==> config.mk <==
export PLATFORM = sky130hd
export DESIGN_NAME = serial_addsub_n
export DESIGN_NICKNAME = d
export VERILOG_FILES = /design/src/rtl/sum_pkg.sv /design/src/rtl/serial_addsub_slice.sv /design/src/rtl/serial_addsub_n.sv
export SDC_FILE = /design/constraint.sdc
export NUM_CORES = 1
export LEC_CHECK = 0
export BUFFER_PORTS_ARGS = -buffer_cell sky130_fd_sc_hd__buf_4
export CAP_MARGIN = 25
export CORE_MARGIN = 2
export CORE_UTILIZATION = 45
export DETAILED_ROUTE_END_ITERATION = 7
export MAX_ROUTING_LAYER = met4
export PLACE_DENSITY = 0.72
export SLEW_MARGIN = 20
export SYNTH_ARGS = -nofsm -noshare
export SYNTH_HDL_FRONTEND = slang
export SYNTH_SLANG_ARGS = --single-unit
==> constraint.sdc <==
create_clock -name clk -period 2.1 [get_ports clk]
set_input_delay 0.42 -clock clk [delete_from_list [all_inputs] [get_ports clk]]
set_output_delay 0.42 -clock clk [all_outputs]
set_load 0.005 [all_outputs]
==> src/rtl/sum_pkg.sv <==
// Shared types and constants for the bit-serial adder/subtractor.
//   state_e    : sequencer states
//   DEF_N      : default operand width
//   DEF_CC     : default cycles per operation
//   DEF_W      : default chunk width (DEF_N / DEF_CC)
//   cnt_w()    : chunk counter width, $clog2(cc) but never below 1
package sum_pkg;

  typedef enum logic [0:0] {
    IDLE = 1'b0,
    RUN  = 1'b1
  } state_e;

  localparam int DEF_N  = 128;
  localparam int DEF_CC = 64;
  localparam int DEF_W  = DEF_N / DEF_CC;

  function automatic int cnt_w(input int cc);
    return (cc <= 1) ? 1 : $clog2(cc);
  endfunction

endpackage

==> src/rtl/serial_addsub_slice.sv <==
// Combinational W-bit ripple slice of the serial adder/subtractor.
// In subtract mode b is inverted here; the +1 of the two's complement is
// supplied by the caller through cin on the first chunk.
//   a, b      in  W  operand chunks
//   cin       in  1  carry into bit 0
//   sub       in  1  1 = invert b
//   r         out W  sum chunk
//   cout      out 1  carry out of the MSB
//   c_msb_in  out 1  carry into the MSB (only built when SUM_OVF_EN is defined)
module serial_addsub_slice
  import sum_pkg::*;
#(
  parameter int W = DEF_W
) (
  input  logic [W-1:0] a,
  input  logic [W-1:0] b,
  input  logic         cin,
  input  logic         sub,
  output logic [W-1:0] r,
  output logic         cout
`ifdef SUM_OVF_EN
  ,
  output logic         c_msb_in
`endif
);

  logic [W-1:0] b_x;

  always_comb begin
    b_x = b ^ {W{sub}};
    {cout, r} = {1'b0, a} + {1'b0, b_x} + {{W{1'b0}}, cin};
  end

`ifdef SUM_OVF_EN
  // sum bit = a ^ b ^ carry_in, so the MSB carry-in falls out of the result bit.
  assign c_msb_in = r[W-1] ^ a[W-1] ^ b_x[W-1];
`endif

endmodule

==> src/rtl/serial_addsub_n.sv <==
// Bit-serial N-bit adder/subtractor: one operation spans CC cycles, W = N/CC
// bits per cycle, least significant chunk first. The inter-chunk carry lives
// in a register, so the combinational path is only W bits wide.
// Optional feature macro: SUM_OVF_EN adds the signed-overflow output ovf.
//   clk      in   1  clock, rising edge
//   rst      in   1  asynchronous reset, active-low
//   start    in   1  begin an operation; chunk 0 of a/b sampled this cycle
//   sub      in   1  mode sampled with start: 0 = a+b, 1 = a-b
//   a, b     in   W  operand chunks for the current cycle
//   c        out  W  registered result chunk
//   c_valid  out  1  c holds a valid chunk
//   busy     out  1  operation in progress (cycle after start .. last chunk sampled)
//   done     out  1  one-cycle pulse with the last valid chunk
//   cout     out  1  final carry while done=1 (sub: 1 = no borrow)
//   ovf      out  1  signed overflow while done=1 (SUM_OVF_EN only)
//
// state | meaning
// IDLE  | waiting for start; a start here processes chunk 0
// RUN   | processing chunk cnt_q each cycle, until chunk CC-1
module serial_addsub_n
  import sum_pkg::*;
#(
  parameter  int N  = DEF_N,
  parameter  int CC = DEF_CC,
  localparam int W  = N / CC
) (
  input  logic         clk,
  input  logic         rst,
  input  logic         start,
  input  logic         sub,
  input  logic [W-1:0] a,
  input  logic [W-1:0] b,
  output logic [W-1:0] c,
  output logic         c_valid,
  output logic         busy,
  output logic         done,
  output logic         cout
`ifdef SUM_OVF_EN
  ,
  output logic         ovf
`endif
);

  localparam int                CNT_W    = cnt_w(CC);
  localparam logic [CNT_W-1:0]  LAST_CNT = CNT_W'(CC - 1);

  if (CC < 1 || (N % CC) != 0) begin : g_bad_cfg
    $error("serial_addsub_n: N must be a positive multiple of CC");
  end

  state_e             state_q, state_d;
  logic [CNT_W-1:0]   cnt_q, cnt_d;
  logic               carry_q, carry_d;
  logic               sub_q, sub_d;
  logic [W-1:0]       c_q, c_d;
  logic               c_valid_q, c_valid_d;
  logic               busy_q, busy_d;
  logic               done_q, done_d;
  logic               cout_q, cout_d;

  logic               is_idle;
  logic               active;
  logic               last;
  logic               s_cur;
  logic               cin;
  logic [W-1:0]       r;
  logic               cy;

`ifdef SUM_OVF_EN
  logic               ovf_q, ovf_d;
  logic               c_msb_in;
`endif

  serial_addsub_slice #(
    .W (W)
  ) u_slice (
    .a        (a),
    .b        (b),
    .cin      (cin),
    .sub      (s_cur),
    .r        (r),
    .cout     (cy)
`ifdef SUM_OVF_EN
    ,
    .c_msb_in (c_msb_in)
`endif
  );

  always_comb begin
    is_idle = (state_q == IDLE);
    // In IDLE a start launches chunk 0; in RUN every cycle is a chunk and
    // a stray start is simply ignored.
    active  = is_idle ? start : 1'b1;
    // Mode comes straight from the port on chunk 0, from the latch afterwards.
    s_cur   = is_idle ? sub : sub_q;
    // Chunk 0 carries in the +1 of the two's complement when subtracting.
    cin     = is_idle ? sub : carry_q;
    // cnt_q is 0 in IDLE, so CC==1 finishes on the start cycle itself.
    last    = active && (cnt_q == LAST_CNT);

    state_d   = state_q;
    cnt_d     = cnt_q;
    carry_d   = carry_q;
    sub_d     = (is_idle && start) ? sub : sub_q;
    c_d       = c_q;
    if (active) begin
      c_d = r;
      if (last) begin
        state_d = IDLE;
        cnt_d   = '0;
        carry_d = 1'b0;
      end else begin
        state_d = RUN;
        cnt_d   = cnt_q + CNT_W'(1);
        carry_d = cy;
      end
    end
    c_valid_d = active;
    busy_d    = active && !last;
    done_d    = last;
    cout_d    = last && cy;
`ifdef SUM_OVF_EN
    ovf_d     = last && (c_msb_in ^ cy);
`endif
  end

  always_ff @(posedge clk or negedge rst) begin
    if (!rst) begin
      state_q   <= IDLE;
      cnt_q     <= '0;
      carry_q   <= 1'b0;
      sub_q     <= 1'b0;
      c_q       <= '0;
      c_valid_q <= 1'b0;
      busy_q    <= 1'b0;
      done_q    <= 1'b0;
      cout_q    <= 1'b0;
`ifdef SUM_OVF_EN
      ovf_q     <= 1'b0;
`endif
    end else begin
      state_q   <= state_d;
      cnt_q     <= cnt_d;
      carry_q   <= carry_d;
      sub_q     <= sub_d;
      c_q       <= c_d;
      c_valid_q <= c_valid_d;
      busy_q    <= busy_d;
      done_q    <= done_d;
      cout_q    <= cout_d;
`ifdef SUM_OVF_EN
      ovf_q     <= ovf_d;
`endif
    end
  end

  assign c       = c_q;
  assign c_valid = c_valid_q;
  assign busy    = busy_q;
  assign done    = done_q;
  assign cout    = cout_q;
`ifdef SUM_OVF_EN
  assign ovf     = ovf_q;
`endif

endmodule

==> summary.md, run 1 <==
| Metric | Value |
|---|---|
| Post-synthesis sequential area ratio | `55.35%` |
| CTS tree | `built` |
| Worst rel slew slack | `77.25%` |
| Final Hold Viols | `0` |
| Crit path kind | `reg2reg` |
| Antenna cells | `0` |
| First-pass GRT wire length | `1.952 mm` |
| DR vias/cell | `5.253` |
| DRT Pass-1 Iters | `4` |
| Syn nets | `73` |
| Via count | `520` |
| Syn Inst Count | `62` |
| CP endpoint kind | `flop` |
| Leak Pwr | `0.3743 nW` |
| Hold slack | `0.3773 ns` |
| CTS Buffer Depth | `2` |
| Mapped cell area | `678.2 sq um` |
| Total number of yosys warnings | `0` |
| Setup TNS Final | `0 ns` |
| Most common cell after layout, fill and taps aside | `buf_4` |
| Fin Clk Skew | `0.002609 ns` |
| Final Cycle Share | `95.39%` |
| Layout area overhead | `26.38%` |
| Post-CTS Setup Bufs | `0` |
| Root buf cell | `clkbuf_4` |
| Synth Area per Inst | `10.94 sq um` |
| GP Congestion | `0.8858` |
| FP Rows | `14` |
| Final ANT Viol Nets | `0` |
| Initial Utilization | `46.64%` |
| HP Class | `in2reg` |
| Synth cell types | `23` |
| DR WL/cell | `11.94 um` |
| Max rail drop VDD | `0.0004845 V` |
| Worst-Skew Late Latency | `0.28 ns` |
| Worst-Margin Slew | `0.3408 ns` |
| Core outline area | `0.001454 sq mm` |
| Gr usage total | `15.29%` |
| Number of synthesized register bits | `15` |
| Worst path arrival time | `2.19 ns` |
| Slew Viols, Final | `0` |
| CP Launch Type | `flop` |
| Fmax | `499.2 MHz` |
| Initial antenna violation count | `0` |
| Clock sink total | `15` |
| Starting DRT DRC Count | `11` |
| Reg2Reg Setup Slack | `0.1 ns` |
| Layout Nets | `95` |
| Final HPWL DP | `896.5 um` |
| Critical path required time | `2.28 ns` |
| Most frequent cells in the layout | `buf_4 (16), dfrtp_1 (15), nand2_1 (7), a21oi_1 (6)` |
| Final Critical Period | `2.003 ns` |
| Vias in the first global route | `481` |
| Max-cap violation count | `0` |
| Largest net degree at the start of global routing | `16` |
| Top Ports | `14` |
| RSZ-0062 raised after global routing | `no` |
| PwrDens | `1220 mW/mm^2` |
| Crit-path max FO | `4` |
| Setup violations, final | `0` |
| Die Y | `42.82 um` |
| DRC | `0` |
| DIE WIDTH | `42.82 um` |
| Routed wire length | `1.182 mm` |
| Grt ovf | `0` |
| H-Tree Depth | `1` |
| Num CTS Buffers | `3` |
| Layout cells sized above 1 | `30.12%` |
| Die Area | `0.001834 sq mm` |
| Clock transition at the registers of the reported paths | `0.08 ns` |
| Status | `finished, final reports clean` |
| Buffers on Ports | `13` |
final timing paths:
kind                                from  endpoint  cells past startpoint
worst max-delay path             state_q      cout                      6
worst min-delay path                 sub     sub_q                      2
worst max register to register   state_q      cout                      6
worst min register to register  cnt_q[5]  cnt_q[5]                      1
max in group asynchronous            rst  cnt_q[4]                      2
min in group asynchronous            rst      c[0]                      2
stage by stage:
stage | power (mW) | std cells | area, sq um | util (%) | setup slack (ns)
after CTS | 1.056 | 99 | 854.6 | 58.78 | 0.08478
after global placement | 0.8741 | 94 | 818.3 | 56.28 | -0.03675
after detailed placement | 0.8899 | 94 | 818.3 | 56.28 | -0.08006
after floorplan | 0.7479 | 62 | 678.2 | - | 0.1039
after global routing | 1.142 | 99 | 857.1 | 58.95 | 0.003482
final | 1.046 | 99 | 857.1 | 58.95 | 0.09677
report_power, final:
group          internal, mW  switching [mW]  leakage (nW)
registers             0.400          0.0939         0.173
clock network        0.0737          0.0868        0.0150
logic                 0.200           0.191         0.186
total                 0.674           0.372         0.374
area by class of cell:
class | instances | area [sq um]
fillers | 123 | 596.8
flip-flops and latches | 15 | 375.4
multi-input cells | 41 | 280.3
repair buffers | 17 | 130.1
clock buffers | 4 | 26.28
inverters | 6 | 25.02
well taps | 16 | 20.02
flip-flops by register name, indices dropped and copies added (netlist names):
register  flops
c             2
cnt_q         6
busy          1
sub_q         1
carry_q       1
done          1
cout          1
state_q       1
c_valid       1
routing by layer:
layer  routed length [um]  global-route usage, %  up-vias
li1                     -                      -      256
met1                  540                  17.73      242
met2                  550                  23.64       17
met3                   58                  3.830        5
met4                   31                  9.375        0
met5                    0                      -        -
worst max-delay path: stages (launching register included):
cell and delay, ns:
dfrtp_1 0.43, nor2b_2 0.14, a21oi_1 0.08, xor2_1 0.17, fa_1 0.42, fa_1 0.39
nor4_1 0.28
cell usage after synthesis:
| library cell | number | area [sq um] |
|---|---|---|
| nor3_1 | 1 | 5.000 |
| mux2_2 | 1 | 11.26 |
| a21oi_1 | 6 | 30.03 |
| nor2_2 | 1 | 6.260 |
| nor4_1 | 1 | 6.260 |
| o31ai_1 | 2 | 15.01 |
| nor2b_1 | 1 | 6.260 |
| nand3_1 | 1 | 5.000 |
| nor2_1 | 3 | 11.26 |
| o21ai_0 | 5 | 25.02 |
| dfrtp_1 | 15 | 375.4 |
| or3_1 | 1 | 6.260 |
| inv_1 | 5 | 18.77 |
| nand4_2 | 1 | 12.51 |
| xor2_1 | 2 | 17.52 |
| inv_4 | 1 | 6.260 |
| ha_1 | 1 | 12.51 |
| fa_1 | 2 | 40.04 |
| nand2_1 | 7 | 26.28 |
| xnor2_1 | 2 | 17.52 |
| o2111ai_1 | 1 | 8.760 |
| o21ai_2 | 1 | 8.760 |
| nand2b_1 | 1 | 6.260 |
repair_timing:
| item | CTS | global route |
|---|---|---|
| endpoints found under the setup margin | 0 | 2 |
| gates resized for setup | 0 | 1 |
| hold endpoints to repair | 15 | 0 |
| hold buffers | 1 | 0 |
logic make-up (layout without fill, tap and decap cells):
family | after synthesis | count (layout) | synth area share, %
AND/OR/NAND/NOR | 18 | 18 | 13.47
AO/OA/AOI/OAI | 15 | 15 | 12.91
flip-flops | 15 | 15 | 55.35
buffers and inverters | 6 | 27 | 3.691
XOR/XNOR | 4 | 4 | 5.167
adder cells (fa/ha/maj) | 3 | 3 | 7.749
multiplexers | 1 | 1 | 1.660
No activity file was read; power rests on OpenSTA's default activity.
==> run 2, diff against run 1 <==
Settings changed: CORE_ASPECT_RATIO set to 1.25, CORE_UTILIZATION 45 to 37, PLACE_DENSITY 0.72 to 0.62.
Clock period 2.1 ns to 1.8 ns, I/O delays scaled along.
==> summary.md, run 2 (same netlist as run 1, synthesis figures left out) <==
| Metric | Value |
|---|---|
| Critical-path cell list | `nor2b_2, a21oi_2, xor2_2, fa_2, fa_2, a21oi_2` |
| H-Tree Depth | `1 (unchanged)` |
| Final Cycle Share | `102.6% (+7.2 points)` |
| Max-cap violation count | `0 (unchanged)` |
| Critical path required time | `1.98 ns (-0.30 ns)` |
| Crit-path max FO | `4 (unchanged)` |
| Fin Clk Skew | `0.005759 ns (+0.003150 ns)` |
| DRC | `0 (unchanged)` |
| Final Critical Period | `1.847 ns (-0.1558 ns)` |
| Final core occ | `51.22% (-7.7 points)` |
| Initial Utilization | `38.88% (-7.8 points)` |
| Top Ports | `14 (unchanged)` |
| Initial antenna violation count | `0 (unchanged)` |
| FP Rows | `17 (+3)` |
| Max rail drop VDD | `0.0007142 V (+47%)` |
| Vias in the first global route | `479 (-0.42%)` |
| Clock sink total | `15 (unchanged)` |
| Clock transition at the registers of the reported paths | `0.09 ns (about the same)` |
| Setup WS post-layout | `-0.04745 ns (-0.1442 ns)` |
| GP Congestion | `0.7890 (-11%)` |
| Worst r2r src | `state_q` |
| PwrDens | `1429 mW/mm^2 (+17%)` |
| First-pass GRT wire length | `2.070 mm (+6.0%)` |
| Root buf cell | `clkbuf_4` |
| Final ANT Viol Nets | `0 (unchanged)` |
| Area occupied by multi-input gates | `311.5 sq um (+11%)` |
| CP Launch Type | `flop` |
| CP endpoint kind | `flop` |
| Die Area | `0.002193 sq mm (+20%)` |
| HP Class | `in2reg` |
| Layout area overhead | `31.73%` |
| Failing checks | `negative setup slack` |
| Slew Viols, Final | `0 (unchanged)` |
| Grt ovf | `0 (unchanged)` |
| DIE WIDTH | `42.29 um (-1.2%)` |
| Final Hold Viols | `0 (unchanged)` |
| Starting DRT DRC Count | `7 (-4)` |
| Status | `finished, violations left` |
| Fillers | `181 (+47%)` |
| Fmax | `541.3 MHz (+8.4%)` |
| Worst path arrival time | `2.03 ns (-0.16 ns)` |
| Die Y | `51.87 um (+21%)` |
| DR WL/cell | `11.39 um (-4.6%)` |
| Leak Pwr | `0.3799 nW (+1.5%)` |
| Layout cells sized above 1 | `39.76% (+9.6 points)` |
| Num CTS Buffers | `3 (unchanged)` |
| Final Power | `1.277 mW (+22%)` |
| Largest net degree at the start of global routing | `16 (unchanged)` |
| Core outline area | `0.001744 sq mm (+20%)` |
| DR vias/cell | `5.010 (-4.6%)` |
| Worst rel slew slack | `74.22% (-3.0 points)` |
| RSZ-0062 raised after global routing | `yes` |
| DRT Pass-1 Iters | `5 (+1)` |
| Antenna cells | `0 (unchanged)` |
| CTS Buffer Depth | `2 (unchanged)` |
| Most common cell after layout, fill and taps aside | `buf_4` |
| CTS tree | `built` |
| Hold_sp | `sub` |
| Most frequent cells in the layout | `buf_4 (16), dfrtp_1 (15), nand2_1 (7), inv_1 (5), o21ai_0 (5)` |
| Buffers on Ports | `13 (unchanged)` |
| Worst-Margin Slew | `0.3862 ns (+0.04537 ns)` |
| Max stage delay on crit path | `0.54 ns (+0.11 ns)` |
| Routed wire length | `1.162 mm (-1.7%)` |
| Top reg by flops | `cnt_q` |
| Beginning of the critical path | `state_q` |
| Worst-Skew Late Latency | `0.28 ns (about the same)` |
| Slowest stage cell, crit path | `fa_2` |
| Layout Nets | `95 (unchanged)` |
| Final HPWL DP | `864.6 um (-3.6%)` |
| Max reg flops | `6 (unchanged)` |
| Setup violations, final | `1 (+1)` |
| Via count | `511 (-1.7%)` |
| Crit path kind | `reg2reg` |
| Seq. cell area | `375.4 sq um (unchanged)` |
| Gr usage total | `13.15% (-2.1 points)` |
run 2: changes by cell type in the layout (fill, tap and decap cells not counted), sizes merged:
| cell | delta |
|---|---|
| clkbuf | -1 |
| clkinv | +1 |
run 2: per-layer routing:
metal,vias to the layer above,global-route usage [%],routed length (um)
met2,12,21.79,645
met4,0,7.813,14
li1,252,-,-
met3,2,2.083,50
met5,-,-,0
met1,245,15.02,451
run 2: layout make-up:
| cell class | instances | area share (%) |
|---|---|---|
| well taps | 19 | 2.661 |
| inverters | 6 | 2.801 |
| repair buffers | 17 | 14.57 |
| clock buffers | 3 | 2.521 |
| flip-flops and latches | 15 | 42.02 |
| clock inverters | 1 | 0.5602 |
| multi-input cells | 41 | 34.87 |
run 2: what timing repair did:
item	in CTS	in global routing
setup buffers	1	0
gates resized for setup	0	5
hold endpoints to repair	15	0
pin swaps	0	0
hold buffers	1	0
endpoints found under the setup margin	3	3
run 2: worst paths after layout:
| kind | slack (ns) | depth (start not counted) | to |
|---|---|---|---|
| min | 0.32 | 2 | sub_q |
| min in group asynchronous | 0.46 | 2 | c_valid |
| max reg2reg | -0.05 | 6 | c[1] |
| max | -0.05 | 6 | c[1] |
| max in group asynchronous | 1.17 | 2 | cout |
| min reg2reg | 0.48 | 1 | cnt_q[5] |
run 2: per-stage QoR:
stage               TNS [ns]  hold slack, ns  setup WS, ns  area, sq um  std cells
floorplan                  0         0.06441     0.0004907        686.9         62
global placement     -0.2521          0.2242       -0.1094        823.3         96
detailed placement   -0.3481          0.2230       -0.1358        823.3         96
CTS                 -0.08657          0.3086      -0.04529        868.3        102
global route         -0.2211          0.3043       -0.1145        893.4        102
finish              -0.04745          0.3177      -0.04745        893.4        102
run 2: worst max-delay path: cells and delay by family (launching register included):
kind / cells / cell delay (ns)
AO/OA/AOI/OAI: 2 / 0.11
XOR/XNOR: 1 / 0.16
adder cells (fa/ha/maj): 2 / 0.90
flip-flops: 1 / 0.43
AND/OR/NAND/NOR: 1 / 0.15
run 2: report_power, final:
| part | leakage, nW | switching, mW | total, mW | internal [mW] |
|---|---|---|---|---|
| Clock | 0.0177 | 0.105 | 0.188 | 0.0825 |
| Sequential | 0.173 | 0.105 | 0.571 | 0.466 |
| Combinational | 0.189 | 0.240 | 0.518 | 0.278 |
| Total | 0.380 | 0.450 | 1.28 | 0.827 |
==> run 3, diff against run 2 <==
Settings changed: CAP_MARGIN 25 to 10, PLACE_DENSITY 0.62 to 0.68.
==> summary.md, run 3 (same netlist as run 1, synthesis figures left out) <==
| Metric | Value |
|---|---|
| Buffers on Ports | `13 (unchanged)` |
| Antenna cells | `0 (unchanged)` |
| Top reg by flops | `cnt_q` |
| Initial antenna violation count | `0 (unchanged)` |
| Fmax | `540.4 MHz (-0.17%)` |
| Gr usage total | `14.20% (+1.1 points)` |
| H-Tree Depth | `1 (unchanged)` |
| First-pass GRT wire length | `2.194 mm (+6.0%)` |
| Crit-path max FO | `3 (-1)` |
| Die Y | `51.87 um (unchanged)` |
| Setup violations, final | `1 (unchanged)` |
| Fillers | `159 (-12%)` |
| Worst-Skew Late Latency | `0.28 ns (about the same)` |
| Met2 WL post-DR | `637 um (-1.2%)` |
| Most common cell after layout, fill and taps aside | `buf_4` |
| RSZ-0062 raised after global routing | `yes` |
| Slew Viols, Final | `0 (unchanged)` |
| Clock transition at the registers of the reported paths | `0.09 ns (about the same)` |
| Top Ports | `14 (unchanged)` |
| Vias in the first global route | `510 (+6.5%)` |
| Core outline area | `0.001744 sq mm (unchanged)` |
| Final HPWL DP | `909.3 um (+5.2%)` |
| Initial Utilization | `38.88% (unchanged)` |
| Status | `finished, violations left` |
| Num CTS Buffers | `3 (unchanged)` |
| Largest net degree at the start of global routing | `16 (unchanged)` |
| PwrDens | `1423 mW/mm^2 (-0.46%)` |
| DR WL/cell | `11.83 um (+3.9%)` |
| Starting DRT DRC Count | `7 (unchanged)` |
| Max-cap violation count | `0 (unchanged)` |
| Die Area | `0.002193 sq mm (unchanged)` |
| CTS Buffer Depth | `2 (unchanged)` |
| Crit path kind | `reg2reg` |
| Most frequent cells in the layout | `buf_4 (16), dfrtp_1 (15), nand2_1 (7), inv_1 (5), o21ai_0 (5)` |
| Setup WS post-layout | `-0.05054 ns (-0.003094 ns)` |
| DRC | `0 (unchanged)` |
| Placed Cells incl. Taps | `96 (unchanged)` |
| Wl on met1 | `504 um (+12%)` |
| Final Cycle Share | `102.8% (+0.17 points)` |
| Critical path required time | `1.98 ns (about the same)` |
| FP Rows | `17 (unchanged)` |
| DR vias/cell | `5.029 (+0.39%)` |
| Root buf cell | `clkbuf_4` |
| CP endpoint kind | `flop` |
| Layout Nets | `95 (unchanged)` |
| Place WS | `-0.1417 ns (-0.005886 ns)` |
| Final Critical Period | `1.851 ns (+0.003094 ns)` |
| GP Congestion | `0.8053 (+2.1%)` |
| Max rail drop VDD | `0.0007143 V (about the same)` |
| Worst path arrival time | `2.03 ns (about the same)` |
| Final Hold Viols | `0 (unchanged)` |
| DRT Pass-1 Iters | `3 (-2)` |
| Leak Pwr | `0.3777 nW (-0.59%)` |
| Via count | `513 (+0.39%)` |
| Grt ovf | `0 (unchanged)` |
| CTS tree | `built` |
| Fin Clk Skew | `0.006150 ns (+0.0003906 ns)` |
| Worst rel slew slack | `76.35% (+2.1 points)` |
| HP Class | `in2reg` |
| Worst-Margin Slew | `0.3544 ns (-0.03179 ns)` |
| Clock sink total | `15 (unchanged)` |
| Layout area overhead | `30.63%` |
| DIE WIDTH | `42.29 um (unchanged)` |
| Final std cell area, no fill | `885.9 sq um (-0.84%)` |
| Max reg flops | `6 (unchanged)` |
| Final ANT Viol Nets | `0 (unchanged)` |
| Top sig layer | `met4` |
| Placed inst area | `823.3 sq um (unchanged)` |
| Final Power | `1.260 mW (-1.3%)` |
| Final non-filler cell total | `102 (unchanged)` |
| CP Launch Type | `flop` |
| Wire length on met3 | `53 um (+6.0%)` |
| Layout cells sized above 1 | `37.35% (-2.4 points)` |
| Routed wire length | `1.207 mm (+3.9%)` |
| Failing checks | `negative setup slack` |
run 3: per-layer routing:
metal | up-vias | GRT usage (%)
met2 | 11 | 22.05
li1 | 252 | -
met5 | - | -
met3 | 2 | 4.167
met1 | 248 | 16.33
met4 | 0 | 8.333
run 3: report_power, final:
| group | switching (mW) | internal, mW |
|---|---|---|
| clock | 0.105 | 0.0860 |
| sequential | 0.104 | 0.466 |
| combinational | 0.236 | 0.263 |
run 3: worst paths after layout:
path | from | end | slack, ns | cells after the start
setup / recovery | state_q | c[1] | -0.05 | 6
hold / removal | sub | sub_q | 0.31 | 2
setup reg to reg | state_q | c[1] | -0.05 | 6
hold reg to reg | cnt_q[5] | cnt_q[5] | 0.49 | 1
max in group asynchronous | rst | cnt_q[3] | 1.17 | 2
min in group asynchronous | rst | c[1] | 0.45 | 2
run 3: area by class of cell:
class / count / area, sq um / area share (%)
sequential: 15 / 375.4 / 42.37
multi-input combinational: 41 / 305.3 / 34.46
timing repair buffer: 17 / 130.1 / 14.69
clock buffer: 4 / 26.28 / 2.966
inverter: 6 / 25.02 / 2.825
tap: 19 / 23.77 / 2.684
run 3: metrics by stage:
| step | util (%) | setup TNS (ns) | hold WS [ns] |
|---|---|---|---|
| floorplan | - | 0 | 0.06441 |
| global placement | 47.20 | -0.2394 | 0.2248 |
| detailed placement | 47.20 | -0.3392 | 0.2301 |
| CTS | 50.14 | -0.08778 | 0.3147 |
| global route | 50.79 | -0.3095 | 0.3068 |
| finish | 50.79 | -0.05054 | 0.3149 |
run 3: repair_timing:
action                     in CTS  in global routing
setup endpoints to repair       3                  3
gates cloned                    0                  0
pin swaps                       1                  1
setup buffers                   1                  0
hold endpoints to repair       15                  0
gates resized for setup         2                  2
hold buffers                    1                  0
run 3: worst max-delay path: stages, from the launching register on:
cell and delay, ns:
dfrtp_1 0.42, nor2b_2 0.17, a21oi_2 0.07, xor2_2 0.16
fa_2 0.36, fa_2 0.53, a21oi_2 0.04
